## config.mk

```make
export PLATFORM = sky130hd
export DESIGN_NAME = dtcm_port_arbiter_flat
export DESIGN_NICKNAME = d
export VERILOG_FILES = /design/src/rtl/dtcm_port_arbiter_pkg.sv /design/src/rtl/dtcm_port_arbiter_if.sv /design/src/rtl/tcm_starve_counter.sv /design/src/rtl/dtcm_port_arbiter.sv /design/src/flat_wrapper.sv
export SDC_FILE = /design/constraint.sdc
export NUM_CORES = 1
export LEC_CHECK = 0
export CAP_MARGIN = 20
export CORE_ASPECT_RATIO = 0.5
export CORE_MARGIN = 8
export CORE_UTILIZATION = 20
export CTS_CLUSTER_SIZE = 10
export DETAILED_ROUTE_END_ITERATION = 10
export GPL_TIMING_DRIVEN = 0
export PLACE_DENSITY = 0.77
export SLEW_MARGIN = 20
export SYNTH_ARGS = -nofsm -noshare
export SYNTH_HDL_FRONTEND = slang
export SYNTH_SLANG_ARGS = --single-unit
export TNS_END_PERCENT = 30
```

## constraint.sdc

```tcl
create_clock -name clk -period 2.1 [get_ports clk]
set_input_delay 0.63 -clock clk [delete_from_list [all_inputs] [get_ports clk]]
set_output_delay 0.63 -clock clk [all_outputs]
set_load 0.02 [all_outputs]
```

## src/rtl/dtcm_port_arbiter_pkg.sv

```systemverilog
// rtl/dtcm_port_arbiter_pkg.sv - shared types and constants for the DTCM port arbiter
// Contents: DTCM geometry constants, read-return owner enum, request payload struct.
package tcm_pkg;

  localparam int DTCM_ADDR_W = 14;
  localparam int DTCM_DATA_W = 32;

  typedef enum logic [1:0] {
    OWN_NONE = 2'd0,
    OWN_CPU  = 2'd1,
    OWN_HOST = 2'd2
  } tcm_owner_e;

  typedef struct packed {
    logic                     we;
    logic [DTCM_DATA_W/8-1:0] be;
    logic [DTCM_ADDR_W-1:0]   addr;
    logic [DTCM_DATA_W-1:0]   wdata;
  } tcm_req_t;

endpackage

```

## src/rtl/dtcm_port_arbiter_if.sv

```systemverilog
// rtl/dtcm_port_arbiter_if.sv - CPU, host and SRAM signal bundle of the DTCM arbiter
// Groups: cpu_* (req/gnt + load return), host_* (valid/ready + read return),
//         mem_* (SRAM control out, mem_rdata in).
// Modports: slave = arbiter view, master = environment view (CPU, host, SRAM).
interface dtcm_port_arbiter_if #(
  parameter int ADDR_W = tcm_pkg::DTCM_ADDR_W,
  parameter int DATA_W = tcm_pkg::DTCM_DATA_W
) ();

  localparam int BE_W = DATA_W / 8;

  logic              cpu_req;
  logic              cpu_we;
  logic [BE_W-1:0]   cpu_be;
  logic [ADDR_W-1:0] cpu_addr;
  logic [DATA_W-1:0] cpu_wdata;
  logic              cpu_gnt;
  logic              cpu_rvalid;
  logic [DATA_W-1:0] cpu_rdata;

  logic              host_valid;
  logic              host_we;
  logic [BE_W-1:0]   host_be;
  logic [ADDR_W-1:0] host_addr;
  logic [DATA_W-1:0] host_wdata;
  logic              host_ready;
  logic              host_rvalid;
  logic [DATA_W-1:0] host_rdata;

  logic              mem_en;
  logic              mem_we;
  logic [BE_W-1:0]   mem_be;
  logic [ADDR_W-1:0] mem_addr;
  logic [DATA_W-1:0] mem_wdata;
  logic [DATA_W-1:0] mem_rdata;

  modport slave (
    input  cpu_req, cpu_we, cpu_be, cpu_addr, cpu_wdata,
    output cpu_gnt, cpu_rvalid, cpu_rdata,
    input  host_valid, host_we, host_be, host_addr, host_wdata,
    output host_ready, host_rvalid, host_rdata,
    output mem_en, mem_we, mem_be, mem_addr, mem_wdata,
    input  mem_rdata
  );

  modport master (
    output cpu_req, cpu_we, cpu_be, cpu_addr, cpu_wdata,
    input  cpu_gnt, cpu_rvalid, cpu_rdata,
    output host_valid, host_we, host_be, host_addr, host_wdata,
    input  host_ready, host_rvalid, host_rdata,
    input  mem_en, mem_we, mem_be, mem_addr, mem_wdata,
    output mem_rdata
  );

endinterface

```

## src/rtl/tcm_starve_counter.sv

```systemverilog
// rtl/tcm_starve_counter.sv - host starvation counter with forced-grant flag
// Ports: clk_i, rst_ni (async, active-low), host_valid_i, host_ready_i,
//        cnt_o (consecutive denied host cycles, saturating), force_o (host must win now).
module tcm_starve_counter #(
  parameter int LIMIT = 8,
  parameter int CNT_W = $clog2(LIMIT + 1)
) (
  input  logic             clk_i,
  input  logic             rst_ni,
  input  logic             host_valid_i,
  input  logic             host_ready_i,
  output logic [CNT_W-1:0] cnt_o,
  output logic             force_o
);

  localparam logic [CNT_W-1:0] LIMIT_C = CNT_W'(LIMIT);

  logic [CNT_W-1:0] cnt_q;
  logic [CNT_W-1:0] cnt_d;

  always_comb begin
    cnt_d = cnt_q;
    if (host_ready_i) begin
      cnt_d = '0;
    end else if (host_valid_i && (cnt_q != LIMIT_C)) begin
      cnt_d = cnt_q + 1'b1;
    end
  end

  always_ff @(posedge clk_i or negedge rst_ni) begin
    if (!rst_ni) begin
      cnt_q <= '0;
    end else begin
      cnt_q <= cnt_d;
    end
  end

  // Depends only on the registered count, so it cannot loop back through host_ready.
  assign force_o = host_valid_i & (cnt_q == LIMIT_C);
  assign cnt_o   = cnt_q;

endmodule

```

## src/rtl/dtcm_port_arbiter.sv

```systemverilog
// rtl/dtcm_port_arbiter.sv - CPU/host arbiter for the single-port DTCM SRAM
// Ports: clk, reset (async, active-low), bus (dtcm_port_arbiter_if.slave: CPU req/gnt,
//        host valid/ready, read returns, SRAM control), starve_cnt (debug count).
// CPU wins by default; after STARVE_LIMIT denied host cycles the host takes one slot.
module dtcm_port_arbiter
  import tcm_pkg::*;
#(
  parameter int ADDR_W       = DTCM_ADDR_W,
  parameter int DATA_W       = DTCM_DATA_W,
  parameter int STARVE_LIMIT = 8,
  localparam int CNT_W       = $clog2(STARVE_LIMIT + 1)
) (
  input  logic             clk,
  input  logic             reset,
  dtcm_port_arbiter_if.slave bus,
  output logic [CNT_W-1:0] starve_cnt
);

  logic       force_host;
  logic       host_ready;
  logic       cpu_gnt;
  tcm_owner_e rd_owner_q;
  tcm_owner_e rd_owner_d;

  tcm_starve_counter #(
    .LIMIT (STARVE_LIMIT),
    .CNT_W (CNT_W)
  ) u_starve (
    .clk_i        (clk),
    .rst_ni       (reset),
    .host_valid_i (bus.host_valid),
    .host_ready_i (host_ready),
    .cnt_o        (starve_cnt),
    .force_o      (force_host)
  );

  // Gating with reset keeps the SRAM untouched while reset is held low.
  assign host_ready = reset & bus.host_valid & (~bus.cpu_req | force_host);
  assign cpu_gnt    = reset & bus.cpu_req & ~host_ready;

  assign bus.host_ready = host_ready;
  assign bus.cpu_gnt    = cpu_gnt;

  // Payload defaults to the CPU side so the SRAM inputs toggle less when idle.
  assign bus.mem_en    = cpu_gnt | host_ready;
  assign bus.mem_we    = host_ready ? bus.host_we    : bus.cpu_we;
  assign bus.mem_be    = host_ready ? bus.host_be    : bus.cpu_be;
  assign bus.mem_addr  = host_ready ? bus.host_addr  : bus.cpu_addr;
  assign bus.mem_wdata = host_ready ? bus.host_wdata : bus.cpu_wdata;

  // Remembers who issued the read so next cycle's SRAM data goes to the right side.
  always_comb begin
    rd_owner_d = OWN_NONE;
    if (host_ready && !bus.host_we) begin
      rd_owner_d = OWN_HOST;
    end else if (cpu_gnt && !bus.cpu_we) begin
      rd_owner_d = OWN_CPU;
    end
  end

  always_ff @(posedge clk or negedge reset) begin
    if (!reset) begin
      rd_owner_q <= OWN_NONE;
    end else begin
      rd_owner_q <= rd_owner_d;
    end
  end

  assign bus.cpu_rvalid  = (rd_owner_q == OWN_CPU);
  assign bus.host_rvalid = (rd_owner_q == OWN_HOST);
  assign bus.cpu_rdata   = bus.mem_rdata;
  assign bus.host_rdata  = bus.mem_rdata;

  // A waiting host request must stay up, unchanged, until it is accepted.
  a_host_hold : assert property (
    @(posedge clk) disable iff (!reset)
    (bus.host_valid && !host_ready) |=>
      (bus.host_valid &&
       $stable({bus.host_we, bus.host_be, bus.host_addr, bus.host_wdata}))
  );

endmodule

```

## src/flat_wrapper.sv

```systemverilog
// flat-port wrapper written by rule: the top's interface ports become plain ports
module dtcm_port_arbiter_flat import tcm_pkg::*;
#(
  parameter int ADDR_W       = DTCM_ADDR_W,
  parameter int DATA_W       = DTCM_DATA_W,
  parameter int STARVE_LIMIT = 8,
  localparam int CNT_W       = $clog2(STARVE_LIMIT + 1)
)
  (clk, reset, starve_cnt, bus_cpu_req, bus_cpu_we, bus_cpu_be, bus_cpu_addr, bus_cpu_wdata, bus_cpu_gnt, bus_cpu_rvalid, bus_cpu_rdata, bus_host_valid, bus_host_we, bus_host_be, bus_host_addr, bus_host_wdata, bus_host_ready, bus_host_rvalid, bus_host_rdata, bus_mem_en, bus_mem_we, bus_mem_be, bus_mem_addr, bus_mem_wdata, bus_mem_rdata);
  dtcm_port_arbiter_if #(.ADDR_W(ADDR_W), .DATA_W(DATA_W)) bus_i ();
  input  logic clk;
  input  logic reset;
  output logic [CNT_W-1:0] starve_cnt;
  input wire logic [$bits(bus_i.cpu_req)-1:0] bus_cpu_req;
  input wire logic [$bits(bus_i.cpu_we)-1:0] bus_cpu_we;
  input wire logic [$bits(bus_i.cpu_be)-1:0] bus_cpu_be;
  input wire logic [$bits(bus_i.cpu_addr)-1:0] bus_cpu_addr;
  input wire logic [$bits(bus_i.cpu_wdata)-1:0] bus_cpu_wdata;
  output wire logic [$bits(bus_i.cpu_gnt)-1:0] bus_cpu_gnt;
  output wire logic [$bits(bus_i.cpu_rvalid)-1:0] bus_cpu_rvalid;
  output wire logic [$bits(bus_i.cpu_rdata)-1:0] bus_cpu_rdata;
  input wire logic [$bits(bus_i.host_valid)-1:0] bus_host_valid;
  input wire logic [$bits(bus_i.host_we)-1:0] bus_host_we;
  input wire logic [$bits(bus_i.host_be)-1:0] bus_host_be;
  input wire logic [$bits(bus_i.host_addr)-1:0] bus_host_addr;
  input wire logic [$bits(bus_i.host_wdata)-1:0] bus_host_wdata;
  output wire logic [$bits(bus_i.host_ready)-1:0] bus_host_ready;
  output wire logic [$bits(bus_i.host_rvalid)-1:0] bus_host_rvalid;
  output wire logic [$bits(bus_i.host_rdata)-1:0] bus_host_rdata;
  output wire logic [$bits(bus_i.mem_en)-1:0] bus_mem_en;
  output wire logic [$bits(bus_i.mem_we)-1:0] bus_mem_we;
  output wire logic [$bits(bus_i.mem_be)-1:0] bus_mem_be;
  output wire logic [$bits(bus_i.mem_addr)-1:0] bus_mem_addr;
  output wire logic [$bits(bus_i.mem_wdata)-1:0] bus_mem_wdata;
  input wire logic [$bits(bus_i.mem_rdata)-1:0] bus_mem_rdata;
  assign bus_i.cpu_req = bus_cpu_req;
  assign bus_i.cpu_we = bus_cpu_we;
  assign bus_i.cpu_be = bus_cpu_be;
  assign bus_i.cpu_addr = bus_cpu_addr;
  assign bus_i.cpu_wdata = bus_cpu_wdata;
  assign bus_cpu_gnt = bus_i.cpu_gnt;
  assign bus_cpu_rvalid = bus_i.cpu_rvalid;
  assign bus_cpu_rdata = bus_i.cpu_rdata;
  assign bus_i.host_valid = bus_host_valid;
  assign bus_i.host_we = bus_host_we;
  assign bus_i.host_be = bus_host_be;
  assign bus_i.host_addr = bus_host_addr;
  assign bus_i.host_wdata = bus_host_wdata;
  assign bus_host_ready = bus_i.host_ready;
  assign bus_host_rvalid = bus_i.host_rvalid;
  assign bus_host_rdata = bus_i.host_rdata;
  assign bus_mem_en = bus_i.mem_en;
  assign bus_mem_we = bus_i.mem_we;
  assign bus_mem_be = bus_i.mem_be;
  assign bus_mem_addr = bus_i.mem_addr;
  assign bus_mem_wdata = bus_i.mem_wdata;
  assign bus_i.mem_rdata = bus_mem_rdata;
  dtcm_port_arbiter #(.ADDR_W(ADDR_W), .DATA_W(DATA_W), .STARVE_LIMIT(STARVE_LIMIT)) u_core (.clk(clk), .reset(reset), .bus(bus_i), .starve_cnt(starve_cnt));
endmodule
```

# Word-level counts from Yosys, hierarchy flattened
# Cells that the tools add are included.
# W data, S select, Z words.
[op_classes]
n_addsub = 1
n_mux = 8
n_bitwise = 9
n_shift = 0
eq_ne = 4
mul = 0
n_reduce_logical = 6
order_cmp = 0
div_mod_pow = 0
[ops]
columns = ["cell", "n"]
rows = [
  ["$mux W32", 1],
  ["$mux W14", 1],
  ["$mux W4", 3],
  ["$and A1 B1 Y1", 5],
  ["$add A4 B1 Y4 const B", 1],
  ["$eq A4 B4 Y1 const B", 1],
  ["$ne A4 B4 Y1 const B", 1],
  ["$logic_and A1 B1 Y1", 3],
  ["$eq A2 B1 Y1 const B", 1],
  ["$eq A2 B2 Y1 const B", 1],
  ["$logic_not A1 Y1", 2],
  ["$mux W1", 2],
  ["$mux W2", 1],
  ["$not A1 Y1", 2],
  ["$or A1 B1 Y1", 2],
  ["$reduce_bool A2 Y1", 1],
]
[word_totals]
memories = 0
ramBits = 0
in_bits = 138
regBits = 6
latchBits = 0
output_inout_bits = 124
mem_bits_ro = 0

# Depth between registers and ports, before layout
# Gate-level depths: netlist of the first run.
[depth]
word_depth = 9
depth_mapped = 7
ltp_nobuf = 5

# Modules after synthesis
# From an unflattened synthesis of the first run, not the netlist that was laid out.
[unflattened]
hier_cells = 156
hier_area_um2 = 1461.4
[modules_own_cells]
columns = ["mod", "cells_each", "seq_area_each_um2", "area_per_inst_um2", "n_inst"]
rows = [
  ["dtcm_port_arbiter", 132, 50.0, 1221.2, 1],
  ["tcm_starve_counter", 24, 100.1, 240.2, 1],
]

# Worst setup path after synthesis of the first run
# OpenSTA, ideal clock, no wires.
[synth_path]
path_kind = "register -> output"
from = "register u_core.u_starve.cnt_q[0], in the netlist u_core.u_starve.cnt_o[0]"
to = "output bus_mem_addr[5]"
path_buffers = 2
stages_incl_launch_ff = 8
arrival_ns = 1.779
setup_slack_ns = -0.309
t_required_ns = 1.470
path_cell_list = "dfrtp_1 -> inv_1 -> ha_1 -> nand3b_4 -> a21oi_4 -> buf_6 -> buf_6 -> mux2_1"
[synth_via]
elab_chain_len = 5
[synth_lines]
columns = ["item", "line_no", "source"]
rows = [
  ["from (decl)", "tcm_starve_counter.sv:18", "logic [CNT_W-1:0] cnt_q;"],
  ["from (signal assigned)", "tcm_starve_counter.sv:34", "cnt_q <= cnt_d;"],
  ["$eq A4 B4 Y1", "tcm_starve_counter.sv:39", "assign force_o = host_valid_i & (cnt_q == LIMIT_C);"],
  ["$and A1 B1 Y1", "tcm_starve_counter.sv:39", ""],
  ["$or A1 B1 Y1", "dtcm_port_arbiter.sv:38", "assign host_ready = reset & bus.host_valid & (~bus.cpu_req | force_host);"],
  ["$and A1 B1 Y1", "dtcm_port_arbiter.sv:38", ""],
  ["net bus_host_ready", "flat_wrapper.sv:27", "output wire logic [$bits(bus_i.host_ready)-1:0] bus_host_ready;"],
  ["$mux W14", "dtcm_port_arbiter.sv:48", "assign bus.mem_addr = host_ready ? bus.host_addr : bus.cpu_addr;"],
  ["to (decl)", "flat_wrapper.sv:33", "output wire logic [$bits(bus_i.mem_addr)-1:0] bus_mem_addr;"],
]
# The timed path passes the listed nets, and every way through them passes these cells.

# Worst setup path in the final report of the first run
[layout_path]
from = "input bus_cpu_req"
to = "output bus_mem_wdata[19]"
[layout_via]
elab_chain_len = 4
[layout_lines]
columns = ["item", "line_no", "source"]
rows = [
  ["from (decl)", "flat_wrapper.sv:14", "input wire logic [$bits(bus_i.cpu_req)-1:0] bus_cpu_req;"],
  ["$not A1 Y1", "dtcm_port_arbiter.sv:38", ""],
  ["$or A1 B1 Y1", "dtcm_port_arbiter.sv:38", ""],
  ["$and A1 B1 Y1", "dtcm_port_arbiter.sv:38", ""],
  ["$mux W32", "dtcm_port_arbiter.sv:49", "assign bus.mem_wdata = host_ready ? bus.host_wdata : bus.cpu_wdata;"],
  ["to (decl)", "flat_wrapper.sv:34", "output wire logic [$bits(bus_i.mem_wdata)-1:0] bus_mem_wdata;"],
]
# Every way passes these cells.

==> out/qor.tcl, run 1 <==
set qor(synth_top_family_by_area) {multiplexers}
set qor(synth_seq_area_share_pct) 9.71
set qor(yosys_warnings) 0
set qor(initialDrtViolationCount) 29
set qor(clock_path_buffers) 2
set qor(grt_setup_unrepaired) {true}
set qor(rows) 22
set qor(antenna_found_initial) 0
set qor(postRouteWirelength_um) 8930
set qor(synth_area_per_cell_um2) 10.1
set qor(synth_fa_ha_area_share_pct) 1.62
set qor(synth-compound-area-share_pct) 3.32
set qor(ys_ff_latch) 6
set qor(vdd_ir_drop_max_uv) 262
set qor(worstSetupPathType) {primary input to primary output}
set qor(globalplace.congestion) 0.799
set qor(r2r.worst_path.cells) 10
set qor(final_nets) 542
set qor(post_drt_wl_per_cell_um) 18.0
set qor(drv.max_cap_violation_count) 0
set qor(synthesis.nets) 293
set qor(areaGrowthSynthToFinish_pct) 178
set qor(globalRouteOverflowTotal) 0
set qor(synth-simple-area-share_pct) 5.50
set qor(maxSlewViolCount) 0
set qor(power.combinational.fraction_pct) 71.7
set qor(yosys.area_share.xor_xnor_pct) 0.566
set qor(seq_power_share_pct) 10.2
set qor(critical_path_fanouts_max) 5
set qor(critPathRequiredTime_ps) 1470
set qor(period_needed_ps) 2630
set qor(power_uw) 1770
set qor(cts.clk_slew.worst_paths_ps) 40
set qor(cts-buffers-inserted) 3
set qor(worst_setup_path_end_kind) {primary output}
set qor(synth.lib_cells_used.distinct) 24
set qor(grt_max_degree) 12
set qor(postPlaceCellArea_um2) 3990
set qor(hpwl_um) 7840
set qor(area_share_of_the_largest_cell_type_after_synthesis_pct) 32.0
set qor(power.static_leakage_uw) 0.00195
set qor(power.switching_fraction_pct) 34.4
set qor(worstHoldPathType) {primary input to asynchronous set/reset pin}
set qor(finalSetupViolations) 53
set qor(r2r-end) {u_core.rd_owner_q[0]$_DFF_PN0_}
set qor(clock_tree.htree_level_count) 1
set qor(synthCells) 153
set qor(worst_ep_arrival_time_ps) 2000
set qor(clock.fmax_mhz) 380
set qor(yosys-mux-area-fraction_pct) 42.7
set qor(number_of_global_route_vias_before_repair) 2073
set qor(route.detailed.drc) 0
set qor(final_cells) 497
set qor(groute.usage.overall_pct) 14.6
set qor(ios) 262
set qor(antenna_cell_count) 0
set qor(route.detailed.vias_per_inst) 3.80
set qor(power_per_cell_area_nw_per_um2) 411
set qor(status) {complete, but fails checks}
set qor(dp.cells) 478
set qor(via_count) 1887
set qor(die-width_um) 140
set qor(p_clk_share_pct) 18.0
set qor(grt_first_pass_wirelength_um) 12700
set qor(regToRegStartpoint) {u_core.u_starve.cnt_o[1]$_DFFE_PN0P_}
set qor(cts_tree) {built}
set qor(synth.top_cells.by_area) {sky130_fd_sc_hd__buf_4 32%, sky130_fd_sc_hd__mux2_2 20%, sky130_fd_sc_hd__mux2_4 19%, sky130_fd_sc_hd__dfrtp_1 9.7%, sky130_fd_sc_hd__mux2_1 2.9%}
set qor(clock_sinks) 6
set qor(place.port_buffers) 229
set qor(drt.antenna.violating_nets) 0
set qor(floorplan.die.height_um) 78.2
set qor(final_min_period_over_clock_period_pct) 125
set qor(power.switching_uw) 608
set qor(failed_checks) {setup timing}
set qor(clock_root_buffer) {sky130_fd_sc_hd__clkbuf_16}
set qor(setup.reg_to_reg.worst_slack_ps) 400
set qor(core_um2) 7400
set qor(die_area_um2) 11000
set qor(first_pass_iters) 4
set qor(effective_utilization_at_floorplan_pct) 20.9
set qor(hold_violations) 0
set qor(worstMarginPinSlew_ps) 238
set qor(synth_cell_area_um2) 1550
set qor(fin_skew_ps) 4.00
set qor(fin_ws_ps) -535
set qor(finish.instance_area_um2) 4300
set qor(slew_headroom_pct) 84.1
set qor(cellInternalPower_uw) 1160
set qor(timing.critical_path.from_type) {primary input}
set qor(drive_gt1_share_pct) 50.9
set qor(post-synth-top-area-cell) {sky130_fd_sc_hd__buf_4}
set qor(clk-insertion-delay-late_ps) 230
==> metrics by stage <==
step / setup slack, ps / util [%] / hold slack [ps] / setup TNS (ps)
4_1_cts: -552 / 56.7 / 224 / -25410
2_1_floorplan: -120 / - / 334 / -3330
3_5_place_dp: -1520 / 53.9 / 565 / -76970
6_report: -535 / 58.1 / 225 / -24030
5_1_grt: -593 / 58.1 / 228 / -27630
3_3_place_gp: -1470 / 53.9 / 560 / -74730
==> cells in the mapped netlist <==
cell	number
sky130_fd_sc_hd__a211o_1	1
sky130_fd_sc_hd__a21oi_1	1
sky130_fd_sc_hd__a21oi_4	1
sky130_fd_sc_hd__a22o_1	1
sky130_fd_sc_hd__and3_1	1
sky130_fd_sc_hd__buf_12	2
sky130_fd_sc_hd__buf_4	66
sky130_fd_sc_hd__buf_6	2
sky130_fd_sc_hd__dfrtp_1	6
sky130_fd_sc_hd__ha_1	2
sky130_fd_sc_hd__inv_1	2
sky130_fd_sc_hd__mux2_1	4
sky130_fd_sc_hd__mux2_2	28
sky130_fd_sc_hd__mux2_4	20
sky130_fd_sc_hd__nand2_1	4
sky130_fd_sc_hd__nand2b_1	1
sky130_fd_sc_hd__nand3b_4	1
sky130_fd_sc_hd__nand4_1	1
sky130_fd_sc_hd__nor2_1	2
sky130_fd_sc_hd__nor2b_1	3
sky130_fd_sc_hd__nor3_1	1
sky130_fd_sc_hd__o21a_1	1
sky130_fd_sc_hd__o21ai_0	1
sky130_fd_sc_hd__xor2_1	1
==> critical path, stage by stage <==
cell                            delay [ps]
sky130_fd_sc_hd__dlygate4sd2_1         290
sky130_fd_sc_hd__a21oi_4               230
sky130_fd_sc_hd__buf_8                 160
sky130_fd_sc_hd__buf_12                110
sky130_fd_sc_hd__buf_12                110
sky130_fd_sc_hd__mux2_4                320
sky130_fd_sc_hd__buf_6                 140
==> sequential cells by signal (all words and copies together) (netlist names) <==
register	cells
u_core.u_starve.cnt_o	4
u_core.rd_owner_q	2
==> power groups by stage <==
stage | sequential (µW) | combinational [µW] | clock, µW
floorplan | 221 | 543 | 0
global placement | 194 | 1160 | 0
detailed placement | 195 | 1170 | 0
CTS | 181 | 1240 | 321
global route | 188 | 1330 | 330
finish | 181 | 1270 | 319
==> cells by family after synthesis <==
logic type | count (synthesis)
compound gates | 6
simple gates | 14
flops | 6
buf+inv | 72
fa+ha+maj | 2
mux | 52
xor+xnor | 1
==> layout make-up <==
class | instances | area (µm²)
multi-input cells | 75 | 901
well taps | 96 | 120
clock buffers | 4 | 78.8
flip-flops and latches | 6 | 153
fillers | 641 | 3100
repair buffers | 245 | 2480
inverters | 2 | 7.51
plain buffers | 69 | 562
==> cell usage in the layout, fill, tap and decap left out, drive strengths merged <==
master,Yosys,routed
dlygate4sd2,0,2
a211o,1,1
clkbuf,0,4
nor3,1,1
dfrtp,6,6
mux2,52,52
xor2,1,1
ha,2,2
buf,70,139
o21ai,1,1
nand2,4,4
a22o,1,1
nand3b,1,1
clkdlybuf4s15,0,1
a21oi,2,2
nor2b,3,3
nand2b,1,1
nor2,2,2
inv,2,2
o21a,1,1
nand4,1,1
clkdlybuf4s50,0,172
and3,1,1
==> worst max-delay path by stage <==
stage / from / end / slack, ps / depth (start not counted)
detailed placement: reset / bus_mem_wdata[17] / -1520 / 7
global placement: reset / bus_mem_wdata[17] / -1470 / 7
CTS: u_core.u_starve.cnt_o[0]$_DFFE_PN0P_ / bus_mem_addr[9] / -550 / 9
floorplan: u_core.u_starve.cnt_o[1]$_DFFE_PN0P_ / bus_mem_addr[5] / -120 / 7
finish: bus_cpu_req / bus_mem_wdata[19] / -530 / 7
global route: u_core.u_starve.cnt_o[1]$_DFFE_PN0P_ / bus_mem_wdata[18] / -590 / 9
==> timing repair <==
item / in CTS / in global routing
pin swaps: 2 / 2
setup buffers: 11 / 2
endpoints found under the setup margin: 54 / 53
hold buffers: 0 / 0
resized for setup: 303 / 26
hold endpoints to repair: 0 / 0
gates cloned: 3 / 0
==> layer usage <==
layer | track usage (%) | part of all wire [%] | wire, µm | vias up
li1 | - | - | - | 951
met1 | 13.9 | 33 | 2940 | 874
met2 | 31.9 | 61 | 5460 | 56
met3 | 2.78 | 5.2 | 467 | 6
met4 | 2.79 | 0.81 | 72 | 0
met5 | 0 | 0 | 0 | -
No activity file was read; power rests on OpenSTA's default activity.
==> run 2: changes to the inputs <==
--- a/config.mk
+++ b/config.mk
@@ -6,7 +6,7 @@
 export NUM_CORES = 1
 export LEC_CHECK = 0
 export CAP_MARGIN = 20
-export CORE_ASPECT_RATIO = 0.5
+export CORE_ASPECT_RATIO = 1.75
 export CORE_MARGIN = 8
 export CORE_UTILIZATION = 20
 export CTS_CLUSTER_SIZE = 10
==> run 2 against run 1 <==
Net effect:
- the flow still finishes with violations (setup timing)
- routed wire length decreased by 4.9%
- global-route usage decreased by 0.53 points
- flip-flop and latch count stayed put
- clock-buffer cell count fell by 1
- clock power down 4%
- critical path type is now register to primary output
- largest power group unchanged
- highest routed layer unchanged
==> out/qor.tcl, run 2 (synthesized netlist as in run 1, its figures left out) <==
set qor(period_needed_ps) 2550 ;# -82.0 ps
set qor(mostFrequentLayoutCell) {sky130_fd_sc_hd__clkdlybuf4s50_1}
set qor(fin_skew_ps) 1.56 ;# -2.43 ps
set qor(via_count) 2020 ;# +7.0%
set qor(critical_path.max_stage_delay_ps) 390 ;# +70 ps
set qor(globalRouteOverflowTotal) 0 ;# unchanged
set qor(cts-buffers-inserted) 3 ;# unchanged
set qor(worstSetupPathType) {register to primary output}
set qor(cts.clk_slew.worst_paths_ps) 30 ;# about the same
set qor(cts_tree) {built}
set qor(clk-insertion-delay-late_ps) 230 ;# about the same
set qor(drv.max_cap_violation_count) 0 ;# unchanged
set qor(route.detailed.drc) 0 ;# unchanged
set qor(core_um2) 7510 ;# +1.5%
set qor(power_per_cell_area_nw_per_um2) 414 ;# +0.66%
set qor(clock_sinks) 6 ;# unchanged
set qor(r2r.worst_path.cells) 8 ;# -2
set qor(grt_first_pass_wirelength_um) 12000 ;# -5.5%
set qor(areaGrowthSynthToFinish_pct) 169
set qor(met1Wirelength_um) 2340 ;# -20%
set qor(status) {complete, but fails checks}
set qor(grt_setup_unrepaired) {true}
set qor(drive_gt1_share_pct) 49.9 ;# -1.0 points
set qor(critical_path.n_buffers_inverters) 4 ;# -1
set qor(final_nets) 535 ;# -1.3%
set qor(cts_hold_buf) 0 ;# unchanged
set qor(routed.top_layer) {met4}
set qor(ios) 262 ;# unchanged
set qor(rows) 42 ;# +91%
set qor(die_area_um2) 10900 ;# -0.55%
set qor(maxSlewViolCount) 0 ;# unchanged
set qor(worst_path_most_repeated_cell) {sky130_fd_sc_hd__buf_12}
set qor(clock_path_buffers) 2 ;# unchanged
set qor(place_worst_setup_slack_ps) -1500 ;# +22.2 ps
set qor(fillCellCount) 663 ;# +3.4%
set qor(worst_setup_path_end_kind) {primary output}
set qor(place.port_buffers) 229 ;# unchanged
set qor(routed-wl-met2_um) 4220 ;# -23%
set qor(timing.critical_path.from_type) {register}
set qor(effective_utilization_at_floorplan_pct) 20.6 ;# -0.31 points
set qor(initialDrtViolationCount) 19 ;# -34%
set qor(hpwl_um) 7770 ;# -0.84%
set qor(power.static_leakage_uw) 0.00189 ;# -3.0%
set qor(die-width_um) 82.5 ;# -41%
set qor(slew_headroom_pct) 83.3 ;# -0.81 points
set qor(vdd_ir_drop_max_uv) 235 ;# -10%
set qor(critical_path_fanouts_max) 10 ;# +5
set qor(globalplace.congestion) 0.714 ;# -11%
set qor(worstHoldPathType) {primary input to asynchronous set/reset pin}
set qor(r2r-end) {u_core.u_starve.cnt_o[2]$_DFFE_PN0P_}
set qor(met3_wirelength_um) 1830 ;# +290%
set qor(worst_ep_arrival_time_ps) 1920 ;# -80 ps
set qor(antenna_cell_count) 0 ;# unchanged
set qor(failed_checks) {setup timing}
set qor(route.detailed.vias_per_inst) 4.20 ;# +11%
set qor(cp_cell_sequence) {inv_2 > ha_4 > nand3b_4 > a21oi_4 > buf_12 > buf_12 > mux2_4 > buf_6}
set qor(regToRegStartpoint) {u_core.u_starve.cnt_o[0]$_DFFE_PN0P_}
set qor(totalNegativeSetupSlack_ps) -21300 ;# +2720 ps
set qor(timing.critical_path.slowest_stage_cell) {sky130_fd_sc_hd__dfrtp_2}
set qor(grt_max_degree) 12 ;# unchanged
set qor(final_min_period_over_clock_period_pct) 122 ;# -3.9 points
set qor(clock_tree.htree_level_count) 1 ;# unchanged
set qor(groute.usage.overall_pct) 14.1 ;# -0.53 points
set qor(clock.fmax_mhz) 392 ;# +3.2%
set qor(post_drt_wl_per_cell_um) 17.7 ;# -1.8%
set qor(worstMarginPinSlew_ps) 250 ;# +12.2 ps
set qor(setup.reg_to_reg.worst_slack_ps) 620 ;# +220 ps
set qor(hold_violations) 0 ;# unchanged
set qor(postRouteWirelength_um) 8490 ;# -4.9%
set qor(fin_ws_ps) -453 ;# +82.0 ps
set qor(first_pass_iters) 4 ;# unchanged
set qor(critPathRequiredTime_ps) 1470 ;# about the same
set qor(drt.antenna.violating_nets) 0 ;# unchanged
set qor(mostFrequentLayoutCells) {172 x sky130_fd_sc_hd__clkdlybuf4s50_1, 73 x sky130_fd_sc_hd__buf_4, 36 x sky130_fd_sc_hd__buf_6}
set qor(critical_path.top_delay_family) {buffers and inverters}
set qor(largest_register_ff_count) 4 ;# unchanged
set qor(floorplan.die.height_um) 132 ;# +69%
set qor(finalSetupViolations) 53 ;# unchanged
set qor(final.hold.worst_slack_ps) 222 ;# -3.77 ps
set qor(antenna_found_initial) 0 ;# unchanged
set qor(number_of_global_route_vias_before_repair) 2278 ;# +9.9%
set qor(clock_root_buffer) {sky130_fd_sc_hd__clkbuf_16}
-- run 2: worst max path at each step --
stage / startpoint / slack [ps] / depth (start not counted) / to
global route: u_core.u_starve.cnt_o[0]$_DFFE_PN0P_ / -510 / 8 / bus_mem_be[2]
finish: u_core.u_starve.cnt_o[0]$_DFFE_PN0P_ / -450 / 8 / bus_mem_addr[4]
CTS: u_core.u_starve.cnt_o[1]$_DFFE_PN0P_ / -570 / 7 / bus_mem_wdata[6]
floorplan: u_core.u_starve.cnt_o[1]$_DFFE_PN0P_ / -120 / 7 / bus_mem_addr[5]
detailed placement: reset / -1500 / 7 / bus_mem_wdata[25]
global placement: reset / -1470 / 7 / bus_mem_wdata[25]
-- run 2: metrics by stage --
| stage | std cells | power (µW) | cell area [µm²] | utilization [%] |
|---|---|---|---|---|
| finish | 481 | 1720 | 4160 | 55.4 |
| detailed placement | 470 | 1370 | 3980 | 53.0 |
| floorplan | 153 | 764 | 1580 | - |
| global route | 481 | 1800 | 4160 | 55.4 |
| CTS | 480 | 1720 | 4110 | 54.6 |
| global placement | 470 | 1350 | 3980 | 53.0 |
-- run 2: area by class of cell --
cell class                 instances  area, µm²  share of cell area [%]
timing repair buffer             238       2350                    56.4
multi-input combinational         75        892                    21.4
buffer                            69        576                    13.8
sequential                         6        153                    3.67
tap                               88        110                    2.65
clock buffer                       3       75.1                    1.80
inverter                           2       7.51                   0.180
-- run 2: power by group --
part           leakage, µW  internal, µW  total (µW)  switching [µW]
Combinational      0.00178           743        1240             493
Clock            0.0000370           244         306            62.1
Sequential       0.0000764           148         179            31.2
-- run 2: what timing repair did --
item / 4_1_cts / 5_1_grt
cloned: 1 / 0
buffers inserted: 6 / 3
resized for setup: 285 / 36
pin swaps: 1 / 2
setup endpoints to repair: 54 / 53
-- run 2: metal layers --
layer	GRT usage [%]	vias to the layer above
met1	11.7	868
met2	26.0	206
met4	3.44	0
met3	8.88	9
li1	-	937
met5	0	-
==> run 3: changes to the inputs <==
--- a/config.mk
+++ b/config.mk
@@ -6,13 +6,15 @@
 export NUM_CORES = 1
 export LEC_CHECK = 0
 export CAP_MARGIN = 20
+export CELL_PAD_IN_SITES_DETAIL_PLACEMENT = 1
+export CELL_PAD_IN_SITES_GLOBAL_PLACEMENT = 1
 export CORE_ASPECT_RATIO = 1.75
 export CORE_MARGIN = 8
-export CORE_UTILIZATION = 20
+export CORE_UTILIZATION = 12
 export CTS_CLUSTER_SIZE = 10
 export DETAILED_ROUTE_END_ITERATION = 10
 export GPL_TIMING_DRIVEN = 0
-export PLACE_DENSITY = 0.77
+export PLACE_DENSITY = 0.78
 export SLEW_MARGIN = 20
 export SYNTH_ARGS = -nofsm -noshare
 export SYNTH_HDL_FRONTEND = slang
==> run 3 against run 2 <==
Net effect:
- the run still ends with setup timing left
- clock-buffer cell count up 1
- flip-flop and latch count unchanged
- worst setup slack worse by 55 ps
- critical path depth down 1
- hold slack worse by 4.0 ps
- design area up 4.2%
- cell count up 19%
- fmax down 2.1%
- utilization down 21 points
- die area up 55%
- power up 2.6%
- critical path type is now primary input to primary output
- critical endpoint is now bus_mem_wdata[24]
==> out/qor.tcl, run 3 (synthesized netlist as in run 1, its figures left out) <==
set qor(clock_path_buffers) 2 ;# unchanged
set qor(rows) 55 ;# +31%
set qor(route.detailed.drc) 0 ;# unchanged
set qor(drive_gt1_share_pct) 50.2 ;# +0.38 points
set qor(grt_first_pass_wirelength_um) 13900 ;# +16%
set qor(postRouteWirelength_um) 10300 ;# +21%
set qor(clk-insertion-delay-late_ps) 230 ;# about the same
set qor(area.sequential_um2) 153 ;# unchanged
set qor(worstMarginPinSlew_ps) 313 ;# +63.2 ps
set qor(first_pass_iters) 3 ;# -1
set qor(cts.clk_slew.worst_paths_ps) 40 ;# about the same
set qor(postPlaceCellArea_um2) 4090 ;# +2.6%
set qor(multiInputGateArea_um2) 888 ;# -0.42%
set qor(grt_max_degree) 12 ;# unchanged
set qor(power.static_leakage_uw) 0.00193 ;# +1.9%
set qor(largest_register_ff_count) 4 ;# unchanged
set qor(globalplace.congestion) 0.746 ;# +4.6%
set qor(slew_headroom_pct) 79.1 ;# -4.2 points
set qor(status) {complete, but fails checks}
set qor(antenna_cell_count) 0 ;# unchanged
set qor(antenna_found_initial) 0 ;# unchanged
set qor(via_count) 2075 ;# +2.7%
set qor(number_of_global_route_vias_before_repair) 2463 ;# +8.1%
set qor(critPathRequiredTime_ps) 1470 ;# about the same
set qor(final_nets) 541 ;# +1.1%
set qor(mostFrequentLayoutCell) {sky130_fd_sc_hd__clkdlybuf4s50_1}
set qor(die-width_um) 102 ;# +23%
set qor(final_min_period_over_clock_period_pct) 124 ;# +2.6 points
set qor(worstSetupPathType) {primary input to primary output}
set qor(finish.instance_area_um2) 4340 ;# +4.2%
set qor(fin_skew_ps) 3.54 ;# +1.98 ps
set qor(hold_violations) 0 ;# unchanged
set qor(period_needed_ps) 2610 ;# +54.9 ps
set qor(timing.critical_path.slowest_stage_cell) {sky130_fd_sc_hd__mux2_4}
set qor(globalRouteOverflowTotal) 0 ;# unchanged
set qor(initialDrtViolationCount) 9 ;# -10
set qor(fillCellCount) 1446 ;# +120%
set qor(route.detailed.vias_per_inst) 3.63 ;# -13%
set qor(finalSetupViolations) 53 ;# unchanged
set qor(seq_power_share_pct) 10.3 ;# about the same
set qor(timing.critical_path.from_type) {primary input}
set qor(clock_tree.htree_level_count) 1 ;# unchanged
set qor(vdd_ir_drop_max_uv) 255 ;# +8.4%
set qor(worst_ep_arrival_time_ps) 1980 ;# +60 ps
set qor(totalNegativeSetupSlack_ps) -23750 ;# -2440 ps
set qor(groute.usage.overall_pct) 10.8 ;# -3.3 points
set qor(post_drt_wl_per_cell_um) 18.1 ;# +2.3%
set qor(cts_hold_buf) 0 ;# unchanged
set qor(power_per_cell_area_nw_per_um2) 407 ;# -1.6%
set qor(maxSlewViolCount) 0 ;# unchanged
set qor(core_um2) 12700 ;# +69%
set qor(cp_cell_sequence) {dlygate4sd2_1 > a21oi_4 > buf_12 > buf_12 > clkbuf_16 > mux2_4 > buf_6}
set qor(worst_path_most_repeated_cell) {sky130_fd_sc_hd__buf_12}
set qor(cellInternalPower_uw) 1150 ;# +1.5%
set qor(fin_ws_ps) -508 ;# -54.9 ps
set qor(critical_path.max_stage_delay_ps) 300 ;# -90 ps
set qor(effective_utilization_at_floorplan_pct) 12.1 ;# -8.4 points
set qor(drv.max_cap_violation_count) 0 ;# unchanged
set qor(place_worst_setup_slack_ps) -1520 ;# -19.5 ps
set qor(power.switching_uw) 614 ;# +4.7%
set qor(cts-buffers-inserted) 3 ;# unchanged
set qor(worst_setup_path_end_kind) {primary output}
set qor(floorplan.die.height_um) 166 ;# +26%
set qor(cts_tree) {built}
set qor(power.combinational.fraction_pct) 71.6 ;# -0.2 points
set qor(critical_path_fanouts_max) 7 ;# -3
set qor(clock_sinks) 6 ;# unchanged
set qor(p_clk_share_pct) 18.1 ;# +0.3 points
set qor(ios) 262 ;# unchanged
set qor(areaGrowthSynthToFinish_pct) 180
set qor(grt_setup_unrepaired) {true}
set qor(power.switching_fraction_pct) 34.8 ;# +0.71 points
set qor(worstHoldPathType) {primary input to asynchronous set/reset pin}
set qor(die_area_um2) 16900 ;# +55%
set qor(clock_root_buffer) {sky130_fd_sc_hd__clkbuf_16}
set qor(mostFrequentLayoutCells) {172 x sky130_fd_sc_hd__clkdlybuf4s50_1, 77 x sky130_fd_sc_hd__buf_4, 32 x sky130_fd_sc_hd__mux2_4, 32 x sky130_fd_sc_hd__buf_6}
set qor(drt.antenna.violating_nets) 0 ;# unchanged
set qor(failed_checks) {setup timing}
set qor(place.port_buffers) 229 ;# unchanged
set qor(hpwl_um) 9230 ;# +19%
set qor(clock.fmax_mhz) 383 ;# -2.1%
-- run 3: cell count changes in the layout (fill, tap and decap cells not counted) --
cell | previous run | this run
sky130_fd_sc_hd__mux2_4 | 33 | 32
sky130_fd_sc_hd__clkbuf_2 | 1 | 0
sky130_fd_sc_hd__buf_16 | 0 | 1
sky130_fd_sc_hd__buf_2 | 16 | 20
sky130_fd_sc_hd__clkbuf_1 | 0 | 1
sky130_fd_sc_hd__dlygate4sd2_1 | 1 | 2
sky130_fd_sc_hd__buf_6 | 36 | 32
sky130_fd_sc_hd__buf_8 | 1 | 0
sky130_fd_sc_hd__mux2_2 | 19 | 20
sky130_fd_sc_hd__clkbuf_16 | 3 | 5
sky130_fd_sc_hd__buf_4 | 73 | 77
-- run 3: area by class of cell --
| type | instances | share of cell area, % |
|---|---|---|
| clock buffer | 4 | 1.82 |
| tap | 171 | 4.93 |
| timing repair buffer | 243 | 55.6 |
| sequential | 6 | 3.52 |
| inverter | 2 | 0.173 |
| multi-input combinational | 75 | 20.5 |
| buffer | 70 | 13.4 |
-- run 3: per-layer routing --
metal | vias up | routed length (µm) | share of wire, % | global-route usage (%)
met1 | 915 | 2890 | 28 | 7.97
met4 | 0 | 69 | 0.67 | 1.80
met5 | - | 0 | 0 | 0
met3 | 4 | 1860 | 18 | 5.88
met2 | 209 | 5490 | 53 | 22.4
li1 | 947 | - | - | -
-- run 3: power groups by stage --
| stage | Sequential, µW | Combinational, µW | Clock (µW) |
|---|---|---|---|
| after global routing | 189 | 1340 | 333 |
| after detailed placement | 200 | 1190 | 0 |
| final | 181 | 1260 | 319 |
| after floorplan | 221 | 543 | 0 |
| after global placement | 193 | 1170 | 0 |
| after CTS | 183 | 1260 | 328 |
-- run 3: final timing paths --
path                                                      start                                   end  slack [ps]  cells past startpoint
min reg2reg                u_core.u_starve.cnt_o[2]$_DFFE_PN0P_  u_core.u_starve.cnt_o[2]$_DFFE_PN0P_         600                      2
min in group clk           u_core.u_starve.cnt_o[2]$_DFFE_PN0P_  u_core.u_starve.cnt_o[2]$_DFFE_PN0P_         600                      2
max                                                 bus_cpu_req                     bus_mem_wdata[24]        -510                      7
min                                                       reset  u_core.u_starve.cnt_o[2]$_DFFE_PN0P_         220                      1
max in group asynchronous                                 reset  u_core.u_starve.cnt_o[1]$_DFFE_PN0P_        1730                      1
max reg2reg                u_core.u_starve.cnt_o[1]$_DFFE_PN0P_        u_core.rd_owner_q[1]$_DFF_PN0_         510                      9
-- run 3: metrics by stage --
step                      std cells  total power [µW]  hold slack (ps)  utilization, %
after floorplan                 153               764              334               -
after global placement          553              1360              557            32.1
after detailed placement        553              1390              575            32.1
after CTS                       568              1770              216            33.2
after global routing            571              1860              221            34.1
final                           571              1770              218            34.1
-- run 3: repair_timing --
item / in CTS / in global routing
endpoints found under the setup margin: 54 / 53
pin swaps: 1 / 1
buffers inserted: 9 / 1
gates cloned: 2 / 2
gates resized for setup: 294 / 12
-- run 3: critical path: cells and delay by family --
family	cells	cell delay [ps]
buffers and inverters	5	850
muxes	1	300
AOI/OAI and AO/OA	1	180
